`src/rtl/mips_pkg.sv`:
```
// mips_pkg: opcode/funct constants, next-PC select encoding and reset PC shared by the pipeline
package mips_pkg;
  localparam logic [5:0] OP_SPECIAL = 6'b000000;
  localparam logic [5:0] OP_BEQ = 6'b000100;
  localparam logic [5:0] OP_J = 6'b000010;
  localparam logic [5:0] OP_JAL = 6'b000011;
  localparam logic [5:0] FN_JR = 6'b001000;
  localparam logic [31:0] RESET_PC = 32'h0000_3000;
  typedef enum logic [1:0] {NPC_SEQ, NPC_BR, NPC_J, NPC_JR} npc_sel_t;
endpackage

```
`src/rtl/npc_calc.sv`:
```
// npc_calc: combinational next-PC select (jr > j/jal > taken beq > F_PC+4) from D-stage contents; in F_Instr-free ports D_Instr, D_PC, F_PC, D_RD1, D_BrTaken, D_Valid, out npc
module npc_calc
  import mips_pkg::*;
(
  input  logic [31:0] D_Instr,
  input  logic [31:0] D_PC,
  input  logic [31:0] F_PC,
  input  logic [31:0] D_RD1,
  input  logic        D_BrTaken,
  input  logic        D_Valid,
  output logic [31:0] npc
);
  npc_sel_t sel;
  logic [5:0] op;
  logic [31:0] pc4;
  always_comb begin
    op = D_Instr[31:26];
    pc4 = D_PC + 32'd4;
    sel = !D_Valid ? NPC_SEQ :
          (op == OP_SPECIAL && D_Instr[5:0] == FN_JR) ? NPC_JR :
          (op == OP_J || op == OP_JAL) ? NPC_J :
          (op == OP_BEQ && D_BrTaken) ? NPC_BR : NPC_SEQ;
    npc = sel == NPC_JR ? D_RD1 :
          sel == NPC_J ? {pc4[31:28], D_Instr[25:0], 2'b00} :
          sel == NPC_BR ? pc4 + {{14{D_Instr[15]}}, D_Instr[15:0], 2'b00} :
          F_PC + 32'd4;
  end
endmodule

```
`src/rtl/fetch_stage.sv`:
```
// fetch_stage: PC register and F/D pipeline register (in clk, rst_n, stall, F_Instr, D_RD1, D_BrTaken; out F_PC, D_Instr, D_PC, D_Valid)
module fetch_stage
  import mips_pkg::*;
#(
  parameter logic [31:0] RESET_PC = mips_pkg::RESET_PC,
  parameter logic [31:0] NOP = 32'h0000_0000
) (
  input  logic        clk,
  input  logic        rst_n,
  input  logic        stall,
  input  logic [31:0] F_Instr,
  input  logic [31:0] D_RD1,
  input  logic        D_BrTaken,
  output logic [31:0] F_PC,
  output logic [31:0] D_Instr,
  output logic [31:0] D_PC,
  output logic        D_Valid
);
  logic [31:0] npc;
  npc_calc u_npc (
    .D_Instr(D_Instr),
    .D_PC(D_PC),
    .F_PC(F_PC),
    .D_RD1(D_RD1),
    .D_BrTaken(D_BrTaken),
    .D_Valid(D_Valid),
    .npc(npc)
  );
  always_ff @(posedge clk or negedge rst_n)
    if (!rst_n) begin
      F_PC <= RESET_PC;
      D_Instr <= NOP;
      D_PC <= 32'd0;
      D_Valid <= 1'b0;
    end else if (!stall) begin
      F_PC <= npc;
      D_Instr <= F_Instr;
      D_PC <= F_PC;
      D_Valid <= 1'b1;
    end
endmodule

```
`config.mk`:
```
export PLATFORM = sky130hd
export DESIGN_NAME = fetch_stage
export DESIGN_NICKNAME = d
export VERILOG_FILES = /design/src/rtl/mips_pkg.sv /design/src/rtl/npc_calc.sv /design/src/rtl/fetch_stage.sv
export SDC_FILE = /design/constraint.sdc
export NUM_CORES = 1
export LEC_CHECK = 0
export ABC_CLOCK_PERIOD_IN_PS = 6140
export CORE_UTILIZATION = 55
export DETAILED_ROUTE_END_ITERATION = 10
export GPL_TIMING_DRIVEN = 0
export HOLD_SLACK_MARGIN = 0.12
export PLACE_DENSITY = 0.83
export SETUP_SLACK_MARGIN = 0.15
export SLEW_MARGIN = 30
export SYNTH_ARGS = -nofsm -noshare
export SYNTH_HDL_FRONTEND = slang
export SYNTH_HIERARCHICAL = 1
export SYNTH_SLANG_ARGS = --single-unit
```
`constraint.sdc`:
```
create_clock -name clk -period 6.14 [get_ports clk]
set_clock_uncertainty 0.05 [all_clocks]
set_input_delay 0.921 -clock clk [delete_from_list [all_inputs] [get_ports clk]]
set_output_delay 0.921 -clock clk [all_outputs]
set_load 0.02 [all_outputs]
```
# Yosys cells after proc, flatten, opt, wreduce, memory -nomap -nowiden
# Index checks and enable logic that the tools add are counted.
totals:
  reg_bits: 97
  input_bits: 68
  out_inout_bits: 97
  elab_cells: 25
classes:
  n_addsub: 3
  eq_ne: 7
  mux: 7
  n_reduce_logical: 4
ops:
  columns: ["operator", "count"]
  rows:
  - ["32-bit two-way mux", 3]
  - ["32-bit by 3-bit adder with 32-bit output (second input constant)", 2]
  - ["32-bit adder", 1]
  - ["6-bit by 2-bit == test with 1-bit output (second input constant)", 2]
  - ["6-bit by 3-bit == test with 1-bit output (second input constant)", 1]
  - ["6-bit by 4-bit == test with 1-bit output (second input constant)", 1]
  - ["6-bit logical NOT", 1]
  - ["2-bit two-way mux", 3]
  - ["2-bit == test (second input constant)", 2]
  - ["2-bit by 1-bit == test with 1-bit output (second input constant)", 1]
  - ["1-bit logical AND", 2]
  - ["1-bit logical OR", 1]
  - ["1-bit two-way mux", 1]

# Depth between registers and ports, before layout
depth:
  word_depth: 10
  ltp_mapped: 17
  depth_no_buf: 16

# Modules after synthesis
# The synthesis kept the hierarchy.
modules_own_cells:
  columns: ["mod", "instances", "cells_per_inst", "area_each_um2", "seq_area_each_um2"]
  rows:
  - ["fetch_stage", 1, 205, 3712.3, 2429.8]
  - ["npc_calc", 1, 541, 3611.0, 0.0]

# Worst setup path before layout
# No wires, ideal clock.
synth_timing:
  path_kind: "register to register"
  from: "reg D_PC[4]"
  to: "reg F_PC[31]"
  setup_ns: 0.125
  t_arrival_ns: 3.354
  required_ns: 5.965
  slack_ns: 2.611
  stages_incl_launch_ff: 16
  n_path_buf: 1
  period_less_slack_ns: 3.529
  path_cell_list: "dfrtp_1 nand4_1 nor2_1 nand3_1 xnor2_1 ha_1 buf_6 a21o_1 a211o_1 or2_1 nor2b_4 a211oi_2 o22ai_1 xnor2_1 o221ai_1 mux2_2"
synth_via:
  elab_chain_cells: 5
synth_lines:
  columns: ["element", "line_no", "text"]
  rows:
  - ["from (decl)", "fetch_stage.sv:16", "output logic [31:0] D_PC,"]
  - ["from (signal assigned)", "fetch_stage.sv:33", "D_PC <= 32'd0;"]
  - ["from (signal assigned)", "fetch_stage.sv:38", "D_PC <= F_PC;"]
  - ["32-bit by 3-bit adder with 32-bit output (*)", "npc_calc.sv:18", "pc4 = D_PC + 32'd4;"]
  - ["32-bit adder", "npc_calc.sv:25", "sel == NPC_BR ? pc4 + {{14{D_Instr[15]}}, D_Instr[15:0], 2'b00} :"]
  - ["32-bit two-way mux", "npc_calc.sv:25", null]
  - ["32-bit two-way mux (*)", "npc_calc.sv:24", "sel == NPC_J ? {pc4[31:28], D_Instr[25:0], 2'b00} :"]
  - ["32-bit two-way mux (*)", "npc_calc.sv:23", "npc = sel == NPC_JR ? D_RD1 :"]
  - ["named net npc[31]", "fetch_stage.sv:19", "logic [31:0] npc;"]
  - ["to (signal assigned)", "fetch_stage.sv:36", "F_PC <= npc;"]
  - ["to (decl)", "fetch_stage.sv:14", "output logic [31:0] F_PC,"]
# The timed path passes the listed nets; every way through them passes the cells marked *.
# A chain may end at the register's enable or synchronous reset.

# Final worst setup path
# Ends and elaborated chain as after synthesis.

==> reports/results.tsv <==
metric	value	unit
p_total	4.65	mW
p_per_area	488	mW/mm^2
path_max_fanout	7	
num_rows	41	
die_area	0.0138	mm^2
layout.cells.most_common	clkdlybuf4s50_1	
hold_buffers	0	
syn_nets	851	
synth_edf_count	0	
grt_setup_unrepaired	false	
synth-seq-cells	97	
wire_per_inst	22.1	um
port_buffers	163	
fin_nets	1026	
finalWirelength	24.3	mm
crit_path_start_kind	flop	
first_pass_iters	7	
n_antenna_cell	0	
dp.cells	1082	
crit_path_end_kind	flop	
antenna_found_initial	0	
start_util	57.1	%
hold_viol_final	0	
ant_nets	0	
htreeDepth	3	
max_freq	225	MHz
insertion_delay	350	ps
first_global_vias	6973	
gp_congestion	0.978	
hpwlAfterDp	18.1	mm
root_buffer	clkbuf_16	
drv_slew	0	
area_growth_syn_to_layout	30.2	%
outcome	complete, no violations	
fin_util	74.3	%
io_pins	165	
relSlewSlack	38.4	%
worst_pin_slew	924	ps
hp-class	input pin to async pin	
grt_max_degree	70	
clockBufferDepth	2	
syn_inst	746	
die_x	117	um
drive_above_1_share	16.3	%
cp.arrival	4640	ps
p_leak	4.08	nW
clk_pin_slew	70	ps
min_period	4450	ps
cts_sinks	97	
avgSynthCellArea	9.82	um^2
irDropWorstVdd	294	uV
layout_common_cells	clkdlybuf4s50_1 (162), dfrtp_1 (95), mux2_2 (67), nand2_1 (52), a21oi_1 (48)	
yosysWarnings	6	
vias	6900	
syn_area	0.00732	mm^2
drc	0	
grt_overflow	0	
maxCapViolCount	0	
cts_setup_buffers	0	
ys_types	67	
yosysSeqAreaShare	33.2	%
design_area	0.00953	mm^2
placed_area	0.00920	mm^2
crit_required	6330	ps
grt_use_total	35.5	%
die_height	117	um
ys_dominant_reg_cell	dfrtp_1	
critical_path_class	flop to flop	
cts_made_buffers	9	
setup_viol	0	
core-area	0.0128	mm^2
ys_async_sr_fraction	100	%
ctsResizeCount	0	
drtIter0Drc	633	
setup_tns	0	ps
final_cells	1098	
grt_pass1_wl	37.8	mm
cts_tree	built	
fin_crit_sh	72.5	%
vias_per_cell	6.28	
-- worst max-delay path, cell delays in order (launching register included) --
cell      delay [ps]
dfrtp_1          510
nand4_1          280
nor2_1           520
nand2_1          180
nor3_1           390
nand2_1          130
xnor2_1          200
ha_1             260
clkbuf_1         180
a21o_1           190
a21o_1           170
a21oi_1          180
nor2_1            60
nor4_1           180
o22ai_1          210
xnor2_1          210
o221ai_1         130
mux2_2           290
-- kinds of logic (layout without fill, tap and decap cells) --
logic type | count (synthesis) | count (layout) | share of synthesized area, %
mux | 100 | 100 | 16.8
flops | 97 | 97 | 33.2
fa+ha+maj | 37 | 37 | 6.42
compound gates | 169 | 169 | 15.4
xor+xnor | 77 | 77 | 9.31
buf+inv | 45 | 225 | 3.35
simple gates | 221 | 221 | 15.6
-- synth_stat cells, types with 20 or more instances --
cell | n | area, um^2
dfrtp_1 | 95 | 2380
mux2_2 | 67 | 754
nand2_1 | 52 | 195
a21oi_1 | 48 | 240
xnor2_1 | 46 | 403
nor2_1 | 44 | 165
nand3_1 | 39 | 195
ha_1 | 36 | 450
o21ai_0 | 31 | 155
xor2_1 | 30 | 263
mux2_4 | 29 | 435
a21o_1 | 20 | 150
-- metrics by stage --
stage               hold slack (ps)  setup slack, ps
floorplan                       543             2610
global placement                430              549
detailed placement              435             1790
CTS                             385             1750
global route                    394             1440
finish                          389             1690
-- worst paths after layout --
kind / startpoint / to / slack (ps) / depth (start not counted)
min in group clk: D_Valid$_DFFE_PN0N_ / D_Valid$_DFFE_PN0N_ / 460 / 1
setup reg to reg: D_PC[4]$_DFFE_PN0N_ / F_PC[31]$_DFFE_PN0N_ / 1690 / 17
setup / recovery: D_PC[4]$_DFFE_PN0N_ / F_PC[31]$_DFFE_PN0N_ / 1690 / 17
hold / removal: rst_n / F_PC[10]$_DFFE_PN0N_ / 390 / 1
hold reg to reg: D_Valid$_DFFE_PN0N_ / D_Valid$_DFFE_PN0N_ / 460 / 1
max in group asynchronous: rst_n / D_PC[20]$_DFFE_PN0N_ / 5010 / 2
-- power breakdown --
| part | switching (mW) | total (mW) | internal [mW] |
|---|---|---|---|
| Combinational | 1.40 | 2.73 | 1.33 |
| Clock | 0.281 | 0.647 | 0.366 |
| Sequential | 0.413 | 1.27 | 0.858 |
| Total | 2.09 | 4.65 | 2.56 |
-- flip-flops by register name (all words and copies together) (netlist names) --
register	flops
F_PC	32
D_Valid	1
D_Instr	32
D_PC	32
-- metal layers --
layer / track usage [%] / part of all wire (%) / vias to the layer above
met5: 0 / 0 / -
met1: 45.9 / 41 / 3418
met2: 59.2 / 49 / 334
met4: 14.7 / 2.8 / 0
li1: - / - / 3103
met3: 5.20 / 7.3 / 45
-- cell type report --
type | instances | area (um^2)
buffer | 37 | 215
inverter | 8 | 30.0
timing repair buffer | 164 | 1660
multi-input combinational | 604 | 4650
tap | 172 | 215
sequential | 97 | 2430
clock inverter | 7 | 108
clock buffer | 9 | 225
fill | 929 | 3290
Power figures use the tool's default switching activity.
